### config.mk
export PLATFORM = sky130hd
export DESIGN_NAME = ifetch_queue
export DESIGN_NICKNAME = d
export VERILOG_FILES = /design/src/rtl/ifetch_queue_pkg.sv /design/src/rtl/ifetch_fifo.sv /design/src/rtl/ifetch_queue.sv
export SDC_FILE = /design/constraint.sdc
export NUM_CORES = 1
export LEC_CHECK = 0
export ABC_AREA = 1
export BUFFER_PORTS_ARGS = -buffer_cell sky130_fd_sc_hd__buf_2
export CAP_MARGIN = 40
export CELL_PAD_IN_SITES_DETAIL_PLACEMENT = 0
export CELL_PAD_IN_SITES_GLOBAL_PLACEMENT = 1
export CORE_UTILIZATION = 44
export DETAILED_ROUTE_END_ITERATION = 10
export GPL_ROUTABILITY_DRIVEN = 1
export PLACE_DENSITY_LB_ADDON = 0.08
export SLEW_MARGIN = 20
export SYNTH_ARGS = -nofsm -noshare
export SYNTH_HDL_FRONTEND = slang
export SYNTH_SLANG_ARGS = --single-unit
### constraint.sdc
create_clock -name clk -period 13.19 [get_ports clk]
set_clock_uncertainty 0.05 [all_clocks]
set_input_delay 0.6595 -clock clk [delete_from_list [all_inputs] [get_ports clk]]
set_output_delay 0.6595 -clock clk [all_outputs]
set_load 0.05 [all_outputs]
### src/rtl/ifetch_queue_pkg.sv
// Shared constants for the instruction fetch queue: FSM encodings and default sizes.
// Latency: n/a (constants only).
// Backpressure: n/a.
package ifetch_queue_pkg;

  // Fetch FSM encodings
  localparam logic [1:0] IFQ_IDLE    = 2'd0;
  localparam logic [1:0] IFQ_FETCH   = 2'd1;
  localparam logic [1:0] IFQ_DISCARD = 2'd2;

  // Default geometry
  localparam int IFQ_DEPTH = 4;
  localparam int IFQ_AW    = 32;
  localparam int IFQ_DW    = 32;

endpackage

### src/rtl/ifetch_fifo.sv
// Synchronous FIFO of {word address, instruction}; head is read straight from storage.
// Latency: a push is visible at the head the cycle after the push edge; no output register.
// Backpressure: caller never pushes when full; pop is ignored when empty; flush empties the queue.
// Ports: clk, reset (async, active-high), i_push/i_push_addr/i_push_data, i_pop, i_flush,
//        o_count (occupancy), o_head_vld/o_head_addr/o_head_data (current head entry).
module ifetch_fifo
  import ifetch_queue_pkg::*;
#(
  parameter int DEPTH = IFQ_DEPTH,
  parameter int AW    = IFQ_AW,
  parameter int DW    = IFQ_DW,
  parameter int CW    = $clog2(IFQ_DEPTH) + 1
) (
  input  logic          clk,
  input  logic          reset,
  input  logic          i_push,
  input  logic [AW-1:0] i_push_addr,
  input  logic [DW-1:0] i_push_data,
  input  logic          i_pop,
  input  logic          i_flush,
  output logic [CW-1:0] o_count,
  output logic          o_head_vld,
  output logic [AW-1:0] o_head_addr,
  output logic [DW-1:0] o_head_data
);

  localparam int PW = $clog2(DEPTH);

  logic [AW-1:0] r_addr_mem [DEPTH];
  logic [DW-1:0] r_data_mem [DEPTH];
  logic [PW-1:0] r_rd_ptr;
  logic [PW-1:0] r_wr_ptr;
  logic [CW-1:0] r_count;
  logic          w_pop;

  assign w_pop = i_pop & (r_count != '0);

  always_ff @(posedge clk or posedge reset) begin
    if (reset) begin
      r_rd_ptr <= '0;
      r_wr_ptr <= '0;
      r_count  <= '0;
      for (int i = 0; i < DEPTH; i++) begin
        r_addr_mem[i] <= '0;
        r_data_mem[i] <= '0;
      end
    end else if (i_flush) begin
      // Flush wins over any same-cycle push or pop.
      r_rd_ptr <= '0;
      r_wr_ptr <= '0;
      r_count  <= '0;
    end else begin
      if (i_push) begin
        r_addr_mem[r_wr_ptr] <= i_push_addr;
        r_data_mem[r_wr_ptr] <= i_push_data;
        r_wr_ptr             <= r_wr_ptr + PW'(1);
      end
      if (w_pop) begin
        r_rd_ptr <= r_rd_ptr + PW'(1);
      end
      r_count <= r_count + {{(CW-1){1'b0}}, i_push} - {{(CW-1){1'b0}}, w_pop};
    end
  end

  assign o_count     = r_count;
  assign o_head_vld  = (r_count != '0);
  assign o_head_addr = r_addr_mem[r_rd_ptr];
  assign o_head_data = r_data_mem[r_rd_ptr];

endmodule

### src/rtl/ifetch_queue.sv
// Instruction fetch: word-address pointer, single-outstanding req/ack reads, queue to decode.
// Latency: ack at edge N -> inst_valid in cycle N+1; zero-wait memory sustains one word per cycle.
// Backpressure: stops issuing when the queue is full; redirect flushes and drops the in-flight reply.
// Ports: clk, reset (async, active-high), redirect/redirect_addr (branch reload),
//        mem_req/mem_addr/mem_ack/mem_rdata (memory), inst_valid/inst_ready/inst_data/inst_addr (decode).
module ifetch_queue
  import ifetch_queue_pkg::*;
#(
  parameter int DEPTH = IFQ_DEPTH,
  parameter int AW    = IFQ_AW,
  parameter int DW    = IFQ_DW
) (
  input  logic          clk,
  input  logic          reset,
  input  logic          redirect,
  input  logic [AW-1:0] redirect_addr,
  output logic          mem_req,
  output logic [AW-1:0] mem_addr,
  input  logic          mem_ack,
  input  logic [DW-1:0] mem_rdata,
  output logic          inst_valid,
  input  logic          inst_ready,
  output logic [DW-1:0] inst_data,
  output logic [AW-1:0] inst_addr
);

  localparam int            CW       = $clog2(DEPTH) + 1;
  localparam logic [CW-1:0] LP_DEPTH = CW'(DEPTH);

  logic [1:0]    r_state;
  logic [AW-1:0] r_fptr;
  logic [AW-1:0] r_req_addr;

  logic [CW-1:0] w_count;
  logic [CW-1:0] w_count_next;
  logic          w_push;
  logic          w_pop;

  // A redirect suppresses both push and pop; the flush takes care of occupancy.
  assign w_push = (r_state == IFQ_FETCH) & mem_ack & ~redirect;
  assign w_pop  = inst_valid & inst_ready & ~redirect;

  // Occupancy after this cycle's push/pop, used to decide on back-to-back issue.
  assign w_count_next = w_count + {{(CW-1){1'b0}}, w_push} - {{(CW-1){1'b0}}, w_pop};

  ifetch_fifo #(
    .DEPTH (DEPTH),
    .AW    (AW),
    .DW    (DW),
    .CW    (CW)
  ) u_fifo (
    .clk         (clk),
    .reset       (reset),
    .i_push      (w_push),
    .i_push_addr (r_req_addr),
    .i_push_data (mem_rdata),
    .i_pop       (w_pop),
    .i_flush     (redirect),
    .o_count     (w_count),
    .o_head_vld  (inst_valid),
    .o_head_addr (inst_addr),
    .o_head_data (inst_data)
  );

  always_ff @(posedge clk or posedge reset) begin
    if (reset) begin
      r_state    <= IFQ_IDLE;
      r_fptr     <= '0;
      r_req_addr <= '0;
    end else begin
      case (r_state)
        IFQ_IDLE: begin
          if (redirect) begin
            r_fptr     <= redirect_addr;
            r_req_addr <= redirect_addr;
            r_state    <= IFQ_FETCH;
          end else if (w_count < LP_DEPTH) begin
            r_req_addr <= r_fptr;
            r_state    <= IFQ_FETCH;
          end
        end
        IFQ_FETCH: begin
          if (redirect) begin
            r_fptr <= redirect_addr;
            if (mem_ack) begin
              // Reply is dropped and the new target issues with no idle cycle.
              r_req_addr <= redirect_addr;
            end else begin
              // The request cannot be withdrawn; keep it up and drop its reply.
              r_state <= IFQ_DISCARD;
            end
          end else if (mem_ack) begin
            r_fptr <= r_req_addr + AW'(1);
            if (w_count_next < LP_DEPTH) begin
              r_req_addr <= r_req_addr + AW'(1);
            end else begin
              r_state <= IFQ_IDLE;
            end
          end
        end
        IFQ_DISCARD: begin
          if (redirect) begin
            r_fptr <= redirect_addr;
          end
          if (mem_ack) begin
            // A redirect landing on the ack cycle is the newest target.
            r_req_addr <= redirect ? redirect_addr : r_fptr;
            r_state    <= IFQ_FETCH;
          end
        end
        default: r_state <= IFQ_IDLE;
      endcase
    end
  end

  assign mem_req  = (r_state == IFQ_FETCH) | (r_state == IFQ_DISCARD);
  assign mem_addr = r_req_addr;

endmodule
* After elaboration in Yosys (flattened, before gate mapping)
Cells that the tools add are included.
Widths: inputs -> output; s select.
** Cells by class
- Equality and inequality tests :: 9
- Reduce and logical (&&, ||, !) cells :: 12
- Bitwise operators :: 9
- Magnitude comparators :: 5
- Mux-type cells :: 35
- Add/sub/neg operators :: 6
** Operators by type and width (count)
- $mux 32 :: 15
- $bwmux 128 :: 2
- $bmux 32 s2 :: 2
- $pmux 32 s3 :: 1
- $demux 32 s2 :: 1
- $pmux 32 s2 :: 1
- $add 32x1->32 const B :: 1
- $mux 2 :: 11
- $ne 3x3->1 const B :: 4
- $reduce_and 5->1 :: 2
- $ge 3x3->1 const B :: 2
- $lt 3x3->1 const B :: 2
- $not 2->3 :: 2
- $pmux 2 s3 :: 1
- $reduce_bool 2->1 :: 3
- $reduce_bool 3->1 :: 2
- $sub 3x1->3 :: 2
- $and 1x1->1 :: 5
- $add 2x1->2 const B :: 2
- $ne 2x2->1 const B :: 2
- $reduce_and 2->1 :: 2
- $add 3x1->3 :: 1
- $lt 3x1->1 const B :: 1
- $mux 3 :: 1
- other kinds (8) :: 8
** Word-level totals
- Word-level logic and storage cells :: 90
- Output and inout bits :: 98
- Register bits after elaboration :: 329
- Input port bits :: 69

* Longest topological paths before layout
Gate-level depths: netlist (run 1).
- Word-level depth :: 10
- Depth in mapped cells :: 19
- Depth with buffers taken out :: 17

* Cells and area by module
Synthesis (run 1) repeated with hierarchy kept, for this count alone.
** Second synthesis, totals
- Cells, all modules :: 2110
- Area, all modules :: 16228.1 um^2
** Modules (own cells, without submodules)
- ifetch_fifo :: instances 1, seq. area each 6581.3 um^2, area each 11349.6 um^2, cells each 1307
- ifetch_queue :: instances 1, seq. area each 1651.6 um^2, area each 4878.4 um^2, cells each 803

* Worst setup path after synthesis (run 1)
Ideal clock, no wire load.
- Path kind :: register -> output
- Start :: register u_fifo.r_rd_ptr[0]
- End :: output inst_addr[30]
- Data required time :: 12.480 ns
- Slack :: 10.601 ns
- Arrival :: 1.880 ns
- Cell stages (with the launch flop) :: 6
- Buffers on the path :: 3
- Path through :: dfrtp_1 buf_2 clkbuf_1 clkbuf_1 nor2_1 o22ai_1
** Between the ends
- Cells in the longest elaborated chain, start to end :: 4
** RTL lines
- start, declared :: RTL line ifetch_fifo.sv:31 : logic [PW-1:0] r_rd_ptr;
- start signal, assigned :: RTL line ifetch_fifo.sv:59 : r_rd_ptr <= r_rd_ptr + PW'(1);
- $not 2->3 (not written as such) :: RTL line ifetch_fifo.sv:67 : assign o_head_addr = r_addr_mem[r_rd_ptr];
- $bmux 32 s2 :: RTL line ifetch_fifo.sv:67
- $mux 32 (not written as such) (2 in a row) :: RTL line ifetch_fifo.sv:67
- end, declared :: RTL line ifetch_queue.sv:24 : output logic [AW-1:0] inst_addr
No other way between the ends. The select of a mux whose other input is x is not followed.

* Worst setup path in the final report (run 1)
- Start :: register r_state[1]
- End :: register r_req_addr[19], in the netlist mem_addr[19]
** Between the ends
- Cells in the longest elaborated chain, start to end :: 8
- Elaborated cells on any way between the ends :: 15
- Those cells by class :: add/sub: 2; order compare: 1; eq/ne: 6; mux: 1; bitwise: 2; reduce/logical: 3
** RTL lines
- start, declared :: RTL line ifetch_queue.sv:30 : logic [1:0] r_state;
- start signal, assigned :: RTL line ifetch_queue.sv:67 : r_state <= IFQ_IDLE;
- start signal, assigned :: RTL line ifetch_queue.sv:76 : r_state <= IFQ_FETCH;
- start signal, assigned :: RTL line ifetch_queue.sv:79 : r_state <= IFQ_FETCH;
- $eq 2x1->1 :: RTL line ifetch_queue.sv:40, ifetch_queue.sv:71
- $and 1x1->1 (2 in a row) :: RTL line ifetch_queue.sv:40 : assign w_push = (r_state == IFQ_FETCH) & mem_ack & ~redirect;
- $add 3x1->3 :: RTL line ifetch_queue.sv:44 : assign w_count_next = w_count + {{(CW-1){1'b0}}, w_push} - {{(CW-1){1'b0}}, w_pop};
- $sub 3x1->3 :: RTL line ifetch_queue.sv:44
- $lt 3x3->1 :: RTL line ifetch_queue.sv:94 : if (w_count_next < LP_DEPTH) begin
- $ne 3x2->1 (no source line)
- $reduce_and 5->1 (no source line)
- end signal, assigned :: RTL line ifetch_queue.sv:87 : r_req_addr <= redirect_addr;
- end signal, assigned :: RTL line ifetch_queue.sv:95 : r_req_addr <= r_req_addr + AW'(1);
- end signal, assigned :: RTL line ifetch_queue.sv:107 : r_req_addr <= redirect ? redirect_addr : r_fptr;
- end, declared :: RTL line ifetch_queue.sv:32 : logic [AW-1:0] r_req_addr;
Several ways; a longest one is shown, not always the timed one.
A chain may end at the register's enable or synchronous reset.

==> results of run 1 <==
[worst min-delay path by stage]
stage	endpoint	start
3_3_place_gp	u_fifo.r_addr_mem[92]$_DFFE_PP0P_	u_fifo.r_addr_mem[92]$_DFFE_PP0P_
4_1_cts	u_fifo.o_count[1]$_DFF_PP0_	reset
5_1_grt	u_fifo.o_count[1]$_DFF_PP0_	reset
2_1_floorplan	u_fifo.r_addr_mem[63]$_DFFE_PP0P_	u_fifo.r_addr_mem[63]$_DFFE_PP0P_
6_report	u_fifo.o_count[1]$_DFF_PP0_	reset
3_5_place_dp	u_fifo.r_addr_mem[35]$_DFFE_PP0P_	u_fifo.r_addr_mem[35]$_DFFE_PP0P_
[registers in the layout, summed over array words and instances (netlist names)]
name               flops
u_fifo.o_count         3
u_fifo.r_rd_ptr        2
r_fptr                32
mem_addr              32
u_fifo.r_addr_mem    128
u_fifo.r_data_mem    128
u_fifo.r_wr_ptr        2
r_state                2
[through the flow]
stage	instance area (sq um)	total power [W]	utilization (%)	setup WS (ps)	hold slack, ps
floorplan	15900	0.00313	-	3370	398
global placement	16900	0.00365	47.4	9210	411
detailed placement	17000	0.00368	47.8	9080	418
CTS	18300	0.00480	51.5	9030	64.2
global route	18400	0.00510	51.7	8620	72.8
finish	18400	0.00477	51.7	9100	59.0
[power groups by stage]
stage / Clock [W] / Sequential (W) / Combinational [W]
6_report: 0.00110 / 0.00157 / 0.00209
5_1_grt: 0.00117 / 0.00162 / 0.00231
4_1_cts: 0.00113 / 0.00157 / 0.00210
3_5_place_dp: 0 / 0.00158 / 0.00210
3_3_place_gp: 0 / 0.00158 / 0.00207
2_1_floorplan: 0 / 0.00167 / 0.00146
[critical path, cell delays in order, from the launching register on]
cell     delay (ps)
dfrtp_1         410
inv_1            90
ha_2            160
buf_4           450
inv_4           240
nor2_8          170
nand2_1          80
inv_2           190
ha_1            200
ha_1            240
nor2_1          150
nand4_1         110
nand2_1          80
nand2_1          70
nand2_2          90
nand2_2         430
inv_2           560
nand3_1         130
nand2_1          90
[logic make-up after synthesis]
logic type               count (synthesis)  synth area share [%]
adder cells (fa/ha/maj)                 13                  1.02
AO/OA/AOI/OAI                          536                  17.9
flip-flops                             329                  51.7
multiplexers                             2                 0.126
XOR/XNOR                                 1                0.0550
buffers and inverters                  232                  6.27
AND/OR/NAND/NOR                        933                  23.0
[placed cells by master (no fill, tap or decap), types with 3 or more instances in the layout]
cell / instances
nand4_1: 3
nand2_2: 5
a21oi_1: 27
clkbuf_8: 13
o22ai_1: 64
a22oi_1: 18
inv_1: 91
o21ai_1: 6
nor2_2: 6
buf_4: 13
nand3_1: 82
nand2_4: 4
nor2_1: 191
clkbuf_1: 6
buf_2: 166
inv_2: 8
o211ai_1: 3
bufinv_16: 3
dfrtp_1: 327
ha_1: 12
buf_12: 6
clkbuf_16: 40
nand2_1: 639
buf_16: 3
o221ai_1: 3
o21ai_0: 409
[routing by layer]
metal | vias to the layer above | part of all wire, % | GRT usage, %
met2 | 368 | 45 | 39.9
li1 | 6914 | - | -
met3 | 64 | 5.1 | 2.98
met4 | 0 | 2.2 | 6.63
met1 | 6602 | 47 | 34.5
met5 | - | 0 | 0
[area by class of cell]
class                      instances  area (sq um)
fill                            3548         17200
sequential                       329          8240
multi-input combinational       1485          6740
clock buffer                      59          1200
timing repair buffer             188          1130
tap                              461           577
inverter                         102           395
clock inverter                     6           120
==> impl_metrics.sql, run 1 <==
INSERT INTO impl_metrics (metric_group, metric, value, unit) VALUES
('status', 'status', 'completed', ''),
('sta', 'final_max_slew_viol_count', '0', ''),
('route', 'drtIter0Drc', '954', ''),
('floorplanning', 'die_area', '37000', 'sq um'),
('hold_path', 'min_path_type', 'in2async', ''),
('synthesis', 'synth_area_per_cell', '7.79', 'sq um'),
('synthesis', 'synth_largest_area_cell', 'dfrtp_1', ''),
('clocking', 'clk_path_buf_depth', '3', ''),
('clocking', 'insertion_delay', '520', 'ps'),
('synthesis', 'synth_top_cells_by_area', 'dfrtp_1 (52%), nand2_1 (15%), o21ai_0 (13%)', ''),
('clocking', 'postCtsHoldBufs', '0', ''),
('synthesis', 'synth_enable_flop_cells', '0', ''),
('power_and_ir_drop', 'worst_ir_drop_vdd', '0.000213', 'V'),
('global_routing', 'global_route_wire_length_before_repair', '71800', 'um'),
('route', 'detail_route.first_pass.iterations', '5', ''),
('power_and_ir_drop', 'comb_power_share', '43.9', '%'),
('worst_setup_path', 'reg2reg_slack', '9100', 'ps'),
('worst_setup_path', 'worstSetupPathType', 'reg2reg', ''),
('clocking', 'post_cts_buffers', '0', ''),
('route', 'detail_route.wl_per_cell', '17.0', 'um'),
('synthesis', 'syn-instance-count', '2046', ''),
('route', 'detail-route-antenna-nets', '0', ''),
('synthesis', 'mapped_area', '15900', 'sq um'),
('sta', 'maxSlewHeadroom', '44.0', '%'),
('clocking', 'cts-buffers-inserted', '39', ''),
('power_and_ir_drop', 'p_per_area', '259', 'nW/um^2'),
('place', 'port_buf_inserts', '166', ''),
('global_routing', 'grt_pass1_vias', '13531', ''),
('route', 'dr_total_vias', '13948', ''),
('clocking', 'cts_resized', '0', ''),
('layout', 'n_antenna_cell', '0', ''),
('power_and_ir_drop', 'seq_power_share', '33.0', '%'),
('place', 'detailedPlacementHpwl', '27600', 'um'),
('synthesis', 'top_post_synthesis_cells_by_count', 'nand2_1 (643), o21ai_0 (409), dfrtp_1 (329)', ''),
('sta', 'ratio_of_final_minimum_period_to_clock_period', '31.0', '%'),
('synthesis', 'post_synthesis_register_bit_count', '329', ''),
('synthesis', 'yosys_warnings', '0', ''),
('synthesis', 'asyncSetResetFlopFracSynth', '100', '%'),
('worst_setup_path', 'r2r-start', 'r_state[1]$_DFFE_PP0P_', ''),
('worst_setup_path', 'crit_end', 'mem_addr[19]$_DFFE_PP0P_', ''),
('clocking', 'clock_sink_count', '329', ''),
('floorplanning', 'io_pins', '167', ''),
('worst_setup_path', 'rr_worst_depth', '18', ''),
('sta', 'max_slew.worst_pin.slew', '840', 'ps'),
('floorplanning', 'core', '35600', 'sq um'),
('layout', 'post_route_cells_drive_above_1_share', '13.0', '%'),
('worst_setup_path', 'endpoint_kind', 'flip-flop', ''),
('layout', 'final_cell_count_no_fill', '2630', ''),
('clocking', 'worst_setup_hold_path_clk_slew', '60', 'ps'),
('layout', 'areaGrowthSynthToFinish', '15.5', '%'),
('route', 'detail_route.vias_per_cell', '5.30', ''),
('power_and_ir_drop', 'leakagePower', '9.27', 'nW'),
('sta', 'setup_viols_final', '0', ''),
('synthesis', 'netlist.area_leader.share', '51.7', '%'),
('worst_setup_path', 'cp_startpoint_kind', 'flip-flop', ''),
('power_and_ir_drop', 'clock_power_share', '23.1', '%'),
('worst_setup_path', 'arrival', '4490', 'ps'),
('synthesis', 'synth-main-ff-cell', 'dfrtp_1', ''),
('sta', 'hold_viol', '0', ''),
('sta', 'timing.setup.tns', '0', 'ps'),
('worst_setup_path', 'worst-path-max-fanout', '50', ''),
('worst_setup_path', 'worstSetupStartpoint', 'r_state[1]$_DFFE_PP0P_', ''),
('sta', 'fmaxAchievable', '0.244', 'GHz'),
('layout', 'finish.net_count', '2227', ''),
('floorplanning', 'row_count', '69', ''),
('route', 'detail_route.drc_violations', '0', ''),
('global_routing', 'overall_global_routing_resource_usage', '24.5', '%'),
('synthesis', 'seq_area_frac_synth', '51.7', '%'),
('place', 'gp_congestion', '0.808', ''),
('run', 'maxCapViolCount', '0', ''),
('clocking', 'htree_levels', '2', '');
Note: power is estimated with default switching activity, not from simulation.
==> run 2: changes to the inputs <==
Clock period 13.19 ns to 4.22 ns, I/O delays scaled along.
==> impl_metrics.sql, run 2 (synthesized netlist as in run 1, its figures left out) <==
INSERT INTO impl_metrics (metric_group, metric, value, unit) VALUES
('clocking', 'clock_sink_count', '329', ''),
('route', 'detail_route.vias_per_cell', '5.25', ''),
('clocking', 'clk_path_buf_depth', '3', ''),
('sta', 'worst_slack', '1110', 'ps'),
('worst_setup_path', 'crit_path_cell_trace', 'inv_4, buf_4, o21ai_0, o22ai_1, buf_2', ''),
('global_routing', 'grt_most_used_layer', 'met2', ''),
('layout', 'layout_commonest_cell', 'nand2_1', ''),
('layout', 'finish.net_count', '2277', ''),
('clocking', 'post_cts_buffers', '0', ''),
('power_and_ir_drop', 'leakagePower', '9.41', 'nW'),
('power_and_ir_drop', 'worst_ir_drop_vdd', '0.000600', 'V'),
('route', 'finalWirelength', '44800', 'um'),
('route', 'detail_route.first_pass.iterations', '5', ''),
('worst_setup_path', 'cp_startpoint_kind', 'flip-flop', ''),
('place', 'gp_congestion', '0.820', ''),
('global_routing', 'grt_total_ovfl', '0', ''),
('global_routing', 'global_route_wire_length_before_repair', '72200', 'um'),
('sta', 'whs', '18.8', 'ps'),
('floorplanning', 'fp.dieW', '192', 'um'),
('route', 'drtIter0Drc', '926', ''),
('route', 'detail-route-antenna-nets', '0', ''),
('place', 'detailedPlacementHpwl', '27400', 'um'),
('global_routing', 'overall_global_routing_resource_usage', '24.6', '%'),
('route', 'detail_route.drc_violations', '0', ''),
('sta', 'setup_viols_final', '0', ''),
('floorplanning', 'die_span_y', '192', 'um'),
('clocking', 'tritoncts', 'yes', ''),
('sta', 'grt_setup_unrepaired', 'false', ''),
('floorplanning', 'initial_standard_cell_utilization_of_the_core', '44.8', '%'),
('route', 'detail_route.wl_per_cell', '16.7', 'um'),
('clocking', 'cts-buffers-inserted', '40', ''),
('floorplanning', 'die_area', '37000', 'sq um'),
('worst_setup_path', 'worstSetupPathType', 'reg2out', ''),
('place', 'pre_cts_slack', '1270', 'ps'),
('run', 'maxCapViolCount', '0', ''),
('layout', 'most-common-layout-cells', 'nand2_1 (639), o21ai_0 (409), dfrtp_1 (327)', ''),
('global_routing', 'grt_max_degree', '122', ''),
('layout', 'post_route_cells_drive_above_1_share', '12.6', '%'),
('floorplanning', 'core', '35600', 'sq um'),
('layout', 'n_antenna_cell', '0', ''),
('worst_setup_path', 'rr_worst_depth', '17', ''),
('sta', 'hold_viol', '0', ''),
('floorplanning', 'row_count', '69', ''),
('worst_setup_path', 'worst-path-max-fanout', '50', ''),
('clocking', 'htree_levels', '2', ''),
('route', 'dr_total_vias', '14096', ''),
('floorplanning', 'io_pins', '167', ''),
('sta', 'final_max_slew_viol_count', '0', ''),
('layout', 'top_regs', 'u_fifo.r_addr_mem: 128 flops, u_fifo.r_data_mem: 128 flops', ''),
('layout', 'areaGrowthSynthToFinish', '17.9', '%'),
('sta', 'maxSlewHeadroom', '46.5', '%'),
('global_routing', 'gr-usage-met1', '34.7', '%'),
('sta', 'ratio_of_final_minimum_period_to_clock_period', '73.7', '%'),
('global_routing', 'antenna_found_initial', '0', ''),
('clocking', 'worst_setup_hold_path_clk_slew', '60', 'ps'),
('sta', 'fmaxAchievable', '0.322', 'GHz'),
('worst_setup_path', 'slowest_stage', 'dfrtp_4', ''),
('sta', 'final_period_minus_worst_setup_slack', '3110', 'ps'),
('clocking', 'insertion_delay', '530', 'ps'),
('global_routing', 'met3_usage', '3.00', '%'),
('global_routing', 'grt_pass1_vias', '13380', ''),
('hold_path', 'holdPathStages', '5', ''),
('status', 'status', 'completed', ''),
('global_routing', 'grtUsageMet2', '40.4', '%'),
('hold_path', 'min_path_type', 'in2reg', ''),
('sta', 'timing.setup.tns', '0', 'ps'),
('sta', 'max_slew.worst_pin.slew', '802', 'ps'),
('power_and_ir_drop', 'p_per_area', '787', 'nW/um^2'),
('worst_setup_path', 'timing.critical_path.required', '3960', 'ps'),
('worst_setup_path', 'endpoint_kind', 'output port', ''),
('worst_setup_path', 'arrival', '2850', 'ps'),
('clocking', 'cts-root-buf', 'clkbuf_16', ''),
('place', 'port_buf_inserts', '166', ''),
('worst_setup_path', 'critical_path.max_stage_delay', '700', 'ps');
-- run 2: changes by cell type in the layout (fill, tap and decap cells not counted), sizes merged --
cell	delta
dlygate4sd3	+51
clkinvlp	+4
bufinv	-3
buf	-2
clkinv	+2
clkbuf	+1
-- run 2: where the power goes --
part           internal, W  leakage (nW)  switching [W]  total (W)
sequential         0.00416          4.35       0.000756    0.00491
combinational      0.00167          4.45        0.00492    0.00658
clock              0.00195         0.613        0.00133    0.00329
total              0.00778          9.41        0.00700     0.0148
-- run 2: through the flow --
step | instances | total power, W | area (sq um) | util [%]
2_1_floorplan | 2046 | 0.00980 | 15900 | -
3_3_place_gp | 2560 | 0.0114 | 17000 | 47.7
3_5_place_dp | 2562 | 0.0115 | 17000 | 47.8
4_1_cts | 2682 | 0.0149 | 18800 | 52.8
5_1_grt | 2683 | 0.0158 | 18800 | 52.8
6_report | 2683 | 0.0148 | 18800 | 52.8
-- run 2: cell type report --
type / instances / area [sq um]
fill: 3491 / 16800
sequential: 329 / 8240
multi-input combinational: 1485 / 6740
timing repair buffer: 237 / 1590
clock buffer: 60 / 1200
tap: 461 / 577
inverter: 102 / 392
clock inverter: 9 / 60.1
-- run 2: path summary, 6_finish.rpt --
| kind | from | end | slack [ps] |
|---|---|---|---|
| setup / recovery | u_fifo.r_rd_ptr[0]$_DFFE_PP0P_ | inst_addr[31] | 1110 |
| hold / removal | redirect_addr[3] | r_fptr[3]$_DFFE_PP0P_ | 20 |
| setup reg to reg | r_state[1]$_DFFE_PP0P_ | mem_addr[18]$_DFFE_PP0P_ | 1270 |
| hold reg to reg | u_fifo.r_addr_mem[32]$_DFFE_PP0P_ | u_fifo.r_addr_mem[32]$_DFFE_PP0P_ | 430 |
| max in group asynchronous | reset | u_fifo.r_addr_mem[60]$_DFFE_PP0P_ | 2880 |
| min in group asynchronous | reset | u_fifo.r_addr_mem[99]$_DFFE_PP0P_ | 90 |
-- run 2: routing by layer --
layer | vias up | share of wire (%)
met4 | 0 | 1.7
met3 | 55 | 4.4
li1 | 7025 | -
met5 | - | 0
met2 | 291 | 46
met1 | 6725 | 48
-- run 2: repair_timing --
item                                    4_1_cts  5_1_grt
resized for setup                             0        0
hold buffers                                 51        0
endpoints found under the setup margin        0        0
hold endpoints to repair                    363        0
-- run 2: worst max-delay path: cells and delay by family (launching register included) --
family                 cells  cell delay, ps
flip-flops                 1             700
buffers and inverters      3            1260
AO/OA/AOI/OAI              2             340
